==> src/rtl/bus_arbiter_rr8_pkg.sv <==
// Shared constants, state encoding and helpers for the 8-master round-robin bus arbiter.
package bus_arbiter_rr8_pkg;

    localparam int NUM_REQ            = 8;
    localparam int SEL_WIDTH          = 3;
    localparam int DEFAULT_MAX_TENURE = 64;
    localparam int DEFAULT_CNT_WIDTH  = 7;

    typedef enum logic [1:0] {
        ST_IDLE = 2'd0,
        ST_BUSY = 2'd1,
        ST_GAP  = 2'd2
    } arb_state_e;

    // One-hot grant vector for a binary master index.
    function automatic logic [NUM_REQ-1:0] sel_to_onehot(input logic [SEL_WIDTH-1:0] sel);
        return {{(NUM_REQ-1){1'b0}}, 1'b1} << sel;
    endfunction

endpackage

==> src/rtl/bus_arbiter_rr8_rr_priority_pick.sv <==
// Combinational round-robin pick: first set request at or after the priority pointer, wrapping mod 8.
module rr_priority_pick
    import bus_arbiter_rr8_pkg::*;
(
    input  logic [NUM_REQ-1:0]   req,
    input  logic [SEL_WIDTH-1:0] ptr,
    output logic [SEL_WIDTH-1:0] winner,
    output logic                 any_req
);

    logic [2*NUM_REQ-1:0] doubled_s;
    logic [NUM_REQ-1:0]   rotated_s;
    logic [SEL_WIDTH-1:0] offset_s;

    // Rotate so ptr sits at bit 0, find lowest set bit, then undo the rotation.
    always_comb begin
        doubled_s = {req, req};
        rotated_s = doubled_s[ptr +: NUM_REQ];
        offset_s  = {SEL_WIDTH{1'b0}};
        for (int i = NUM_REQ - 1; i >= 0; i--) begin
            offset_s = rotated_s[i] ? SEL_WIDTH'(i) : offset_s;
        end
        winner  = ptr + offset_s;
        any_req = |req;
    end

endmodule

==> src/rtl/bus_arbiter_rr8.sv <==
// Round-robin arbiter for the SDRAM-side bus: 8 masters, one tenure at a time, one turnaround cycle between tenures.
// Optional forced release after MAX_TENURE busy cycles is enabled with `define ARB_TENURE_TIMEOUT_EN.
module bus_arbiter_rr8
    import bus_arbiter_rr8_pkg::*;
#(
    parameter int MAX_TENURE = DEFAULT_MAX_TENURE,
    parameter int CNT_WIDTH  = DEFAULT_CNT_WIDTH
)
(
    input  logic                 Clk,
    input  logic                 Reset_n,
    input  logic [NUM_REQ-1:0]   Req,
    input  logic                 Done,
    output logic [NUM_REQ-1:0]   Grant,
    output logic [SEL_WIDTH-1:0] Sel,
    output logic                 GrantValid,
    output logic                 TimeoutErr
);

    arb_state_e           state_r, next_state_s;
    logic [SEL_WIDTH-1:0] ptr_r, next_ptr_s;
    logic [SEL_WIDTH-1:0] sel_r, next_sel_s;
    logic [NUM_REQ-1:0]   grant_r, next_grant_s;
    logic                 grant_valid_r, next_grant_valid_s;
    logic                 timeout_err_r, next_timeout_err_s;
    logic [SEL_WIDTH-1:0] winner_s;
    logic                 any_req_s;
    logic                 owner_req_s;
    logic                 forced_s;
    logic                 release_s;

    rr_priority_pick u_pick (
        .req     (Req),
        .ptr     (ptr_r),
        .winner  (winner_s),
        .any_req (any_req_s)
    );

    assign owner_req_s = Req[sel_r];

`ifdef ARB_TENURE_TIMEOUT_EN
    logic [CNT_WIDTH-1:0] tenure_cnt_r;
    logic                 tenure_cap_s;

    assign tenure_cap_s = (tenure_cnt_r == CNT_WIDTH'(MAX_TENURE - 1));
    // Done or withdrawal in the cap cycle is a normal release, not a timeout.
    assign forced_s     = (state_r == ST_BUSY) && tenure_cap_s && !Done && owner_req_s;

    // Tenure counter: held at zero while unowned so every grant starts from zero.
    always_ff @(posedge Clk or negedge Reset_n) begin
        if (!Reset_n) begin
            tenure_cnt_r <= {CNT_WIDTH{1'b0}};
        end else if (state_r != ST_BUSY) begin
            tenure_cnt_r <= {CNT_WIDTH{1'b0}};
        end else begin
            tenure_cnt_r <= tenure_cnt_r + {{(CNT_WIDTH-1){1'b0}}, 1'b1};
        end
    end
`else
    assign forced_s = 1'b0;
`endif

    assign release_s = Done || !owner_req_s || forced_s;

    // Next-state and next-output logic; Sel only moves when a new tenure starts.
    always_comb begin
        next_state_s       = state_r;
        next_ptr_s         = ptr_r;
        next_sel_s         = sel_r;
        next_grant_s       = grant_r;
        next_grant_valid_s = grant_valid_r;
        next_timeout_err_s = 1'b0;
        case (state_r)
            ST_IDLE, ST_GAP: begin
                if (any_req_s) begin
                    next_state_s       = ST_BUSY;
                    next_sel_s         = winner_s;
                    next_grant_s       = sel_to_onehot(winner_s);
                    next_grant_valid_s = 1'b1;
                end else begin
                    next_state_s       = ST_IDLE;
                    next_grant_s       = {NUM_REQ{1'b0}};
                    next_grant_valid_s = 1'b0;
                end
            end
            ST_BUSY: begin
                if (release_s) begin
                    next_state_s       = ST_GAP;
                    next_ptr_s         = sel_r + 3'd1;
                    next_grant_s       = {NUM_REQ{1'b0}};
                    next_grant_valid_s = 1'b0;
                    next_timeout_err_s = forced_s;
                end else begin
                    next_state_s       = ST_BUSY;
                end
            end
            default: begin
                next_state_s       = ST_IDLE;
                next_grant_s       = {NUM_REQ{1'b0}};
                next_grant_valid_s = 1'b0;
            end
        endcase
    end

    // State and registered outputs.
    always_ff @(posedge Clk or negedge Reset_n) begin
        if (!Reset_n) begin
            state_r       <= ST_IDLE;
            ptr_r         <= 3'd0;
            sel_r         <= 3'd0;
            grant_r       <= 8'h00;
            grant_valid_r <= 1'b0;
            timeout_err_r <= 1'b0;
        end else begin
            state_r       <= next_state_s;
            ptr_r         <= next_ptr_s;
            sel_r         <= next_sel_s;
            grant_r       <= next_grant_s;
            grant_valid_r <= next_grant_valid_s;
            timeout_err_r <= next_timeout_err_s;
        end
    end

    assign Grant      = grant_r;
    assign Sel        = sel_r;
    assign GrantValid = grant_valid_r;
    assign TimeoutErr = timeout_err_r;

endmodule

==> config.mk <==
export PLATFORM = sky130hd
export DESIGN_NAME = bus_arbiter_rr8
export DESIGN_NICKNAME = d
export VERILOG_FILES = /design/src/rtl/bus_arbiter_rr8_pkg.sv /design/src/rtl/bus_arbiter_rr8_rr_priority_pick.sv /design/src/rtl/bus_arbiter_rr8.sv
export SDC_FILE = /design/constraint.sdc
export NUM_CORES = 1
export LEC_CHECK = 0
export CORE_AREA = 2 2 63 65
export CTS_BUF_LIST = sky130_fd_sc_hd__clkbuf_4
export DETAILED_ROUTE_END_ITERATION = 6
export DIE_AREA = 0 0 65 67
export PLACE_DENSITY = 0.84
export REMOVE_ABC_BUFFERS = 1
export SLEW_MARGIN = 20
export SYNTH_ARGS = -nofsm -noshare
export SYNTH_HDL_FRONTEND = slang
export SYNTH_SLANG_ARGS = --single-unit
==> constraint.sdc <==
create_clock -name Clk -period 3.4 [get_ports Clk]
set_input_delay 0.68 -clock Clk [delete_from_list [all_inputs] [get_ports Clk]]
set_output_delay 0.68 -clock Clk [all_outputs]
set_load 0.01 [all_outputs]
==> impl_metrics.tcl <==
set metrics [dict create \
    r2r_cells 16 \
    dpl.cell_count 290 \
    routed_wl_um 5490 \
    initial_utilization_pct 51.6 \
    cts_made_buffers 3 \
    r2r-end "Grant[0]$_DFFE_PN0N_" \
    grtUsageTotal_pct 26.1 \
    critPathMaxFanout 6 \
    critPathKind "in2reg" \
    ys_seq_area_share_pct 22.9 \
    timing.rr.start "ptr_r[1]$_DFFE_PN0P_" \
    slowest_delay_ns 0.50 \
    antenna_found_initial 0 \
    crit_path_frequent_cell "buf_4" \
    timing.final.crit_period_ns 3.34 \
    netlist_area_sq_um 1860 \
    num_vias 1885 \
    crit_family "buffers and inverters" \
    diodes 0 \
    row_count 22 \
    hold_violations 0 \
    first_iter_violations 194 \
    drc 0 \
    fin_nets 266 \
    finClkSkew_ns 0.00637 \
    layout_commonest_cell "buf_4" \
    cts_hold_buf 0 \
    viasPerCell 6.30 \
    p_leak_uw 0.00103 \
    startpoint_type "input port" \
    grt_pass1_vias 1766 \
    critPathArrivalTime_ns 3.56 \
    crit_slowest_cell "mux4_2" \
    ys_types 52 \
    startpoint "Req[3]" \
    synth_edf_count 0 \
    core_area_sq_um 3610 \
    worstPathRequired_ns 3.63 \
    slew_viol_final 0 \
    path_depth 14 \
    clkTransAtPathRegs_ns 0.11 \
    crit_buf_inv 4 \
    layout_worst_path_cycle_share_pct 98.1 \
    r2r_slack_ns 0.12 \
    synth-main-ff-cell "dfrtp_1" \
    grt_pass1_wl_um 8850 \
    finalSetupViolCount 0 \
    p_per_area_nw_per_um2 1160 \
    drtAntennaViolNets 0 \
    first_pass_iters 4 \
    die_area_sq_um 4360 \
    endpoint "Grant[6]$_DFFE_PN0N_" \
    clock_latency_ns 0.30 \
    hpwl_um 3620 \
    syn_inst 204 \
    ys_seq_elements 17 \
    grt_overflow_total 0 \
    h-tree-depth 1 \
    drive_gt1_share_pct 41.8 \
    status "complete, no violations" \
    grt_max_degree 18 \
    tightest_slew_ns 0.815 \
    critPathCaptureType "register" \
    yosysWarnings 0 \
    slew_headroom_pct 45.5 \
    p_total_uw 2790 \
    final_cell_mix "buf_4 (43), nand2_1 (28), dfrtp_1 (16)" \
    fmax_mhz 300 \
    hold_path.class "reg2reg" \
    wire_per_inst_um 18.3 \
    vdd_drop_max_mv 0.721 \
    die_w_um 65 \
    ys_async_sr_fraction_pct 100 \
    ioPinCount 24 \
    path_cells "dlygate4sd2_1, buf_4, mux4_2, nand2b_4, a21oi_2, nor3b_2, o31ai_2, ha_2, inv_1, fa_2, buf_4, nor4_2, o2111ai_1, o211ai_2" \
    clock_sinks 17 \
    dieHeight_um 67 \
    gp_congestion 0.896 \
    cts_tree "done" \
    port_buffers 22 \
    cts.path.max_buffers 2 \
    final_cells 299 \
    syn_area_per_cell_sq_um 9.11 \
    max_cap_violations 0 \
    cts-root-buf "clkbuf_4" \
    syn_to_final_growth_pct 29.3 \
    filler_cell_count 273 \
]
worst min-delay path by stage:
| stage | from | end | slack, ns | cells after the start |
|---|---|---|---|---|
| final | GrantValid$_DFFE_PN0N_ | GrantValid$_DFFE_PN0N_ | 0.49 | 2 |
| after global routing | GrantValid$_DFFE_PN0N_ | GrantValid$_DFFE_PN0N_ | 0.53 | 2 |
| after CTS | GrantValid$_DFFE_PN0N_ | GrantValid$_DFFE_PN0N_ | 0.50 | 2 |
| after detailed placement | GrantValid$_DFFE_PN0N_ | GrantValid$_DFFE_PN0N_ | 0.47 | 2 |
| after global placement | GrantValid$_DFFE_PN0N_ | GrantValid$_DFFE_PN0N_ | 0.46 | 2 |
| after floorplan | Reset_n | GrantValid$_DFFE_PN0N_ | 0.38 | 0 |
synthesized netlist by cell type (3+ instances only):
library cell / number / area [sq um]
nand2_1: 28 / 105
nor3_1: 18 / 90.1
dfrtp_1: 17 / 425
nor4_1: 11 / 68.8
buf_6: 10 / 113
o2111ai_1: 9 / 78.8
o211ai_2: 9 / 113
nor2_1: 7 / 26.3
inv_1: 6 / 22.5
nand2b_1: 6 / 37.5
nor3b_1: 6 / 45.0
o21ai_0: 6 / 30.0
mux2i_1: 5 / 50.1
a21oi_1: 4 / 20.0
clkbuf_1: 4 / 15.0
nor3_2: 4 / 40.0
nor3b_2: 4 / 50.1
and4_2: 3 / 30.0
mux4_1: 3 / 78.8
registers in the layout, summed over array words and instances (netlist names):
register and count:
state_r 2, Sel 3, GrantValid 1, Grant 8, ptr_r 3
metal layers:
metal  track usage [%]  routed length, um  vias up
met5                 0                  0        -
met4              6.12                225        0
met3              3.89                399       27
met2              44.2               2620       92
met1              35.2               2250      896
li1                  -                  -      870
final cells by class:
| class | count | area, sq um | share of cell area, % |
|---|---|---|---|
| clock buffer | 4 | 30.0 | 1.25 |
| inverter | 6 | 22.5 | 0.937 |
| multi-input combinational | 158 | 1320 | 55.0 |
| tap | 48 | 60.1 | 2.50 |
| sequential | 17 | 427 | 17.7 |
| timing repair buffer | 66 | 543 | 22.6 |
cell families after synthesis:
| kind of cell | count (synthesis) | synth area share, % |
|---|---|---|
| adders and majority gates | 3 | 2.42 |
| other | 1 | 0.202 |
| xor gates and xnor gates | 3 | 1.41 |
| buffers and inverters | 29 | 12.4 |
| AOI/OAI and AO/OA | 39 | 18.2 |
| DFF | 17 | 22.9 |
| and+or+nand+nor | 100 | 32.0 |
| muxes | 12 | 10.6 |
timing repair:
| item | CTS | global route |
|---|---|---|
| setup buffers | 0 | 5 |
| gates resized for setup | 20 | 25 |
| pin swaps | 6 | 8 |
| endpoints found under the setup margin | 9 | 10 |
| gates cloned | 0 | 0 |
worst register-to-register path, cell delays in order, from the launching register on:
cell,delay (ns)
dfrtp_2,0.50
buf_4,0.18
buf_4,0.15
nor2_1,0.16
or2_2,0.15
a31oi_1,0.07
and3_1,0.22
o31ai_2,0.27
ha_2,0.22
inv_1,0.05
fa_2,0.35
xor2_1,0.15
buf_4,0.16
buf_4,0.14
nor4_4,0.16
o2111ai_2,0.17
o211ai_2,0.09
power by group:
group	switching (uW)	total, uW	leakage (uW)	internal (uW)
Sequential	87.0	366	0.000218	279
Clock	71.8	126	0.0000184	53.7
Combinational	1260	2300	0.000792	1040
per-stage QoR:
step	instance area, sq um	hold slack, ns	utilization [%]	TNS [ns]	setup WS (ns)
floorplan	1650	0.384	-	-2.44	-0.405
global placement	2220	0.464	61.7	-3.94	-0.493
detailed placement	2220	0.471	61.7	-4.59	-0.650
CTS	2300	0.496	63.9	-0.0296	-0.0216
global route	2400	0.533	66.7	-0.117	-0.0486
finish	2400	0.489	66.7	0	0.0631
Note: power is estimated with default switching activity, not from simulation.
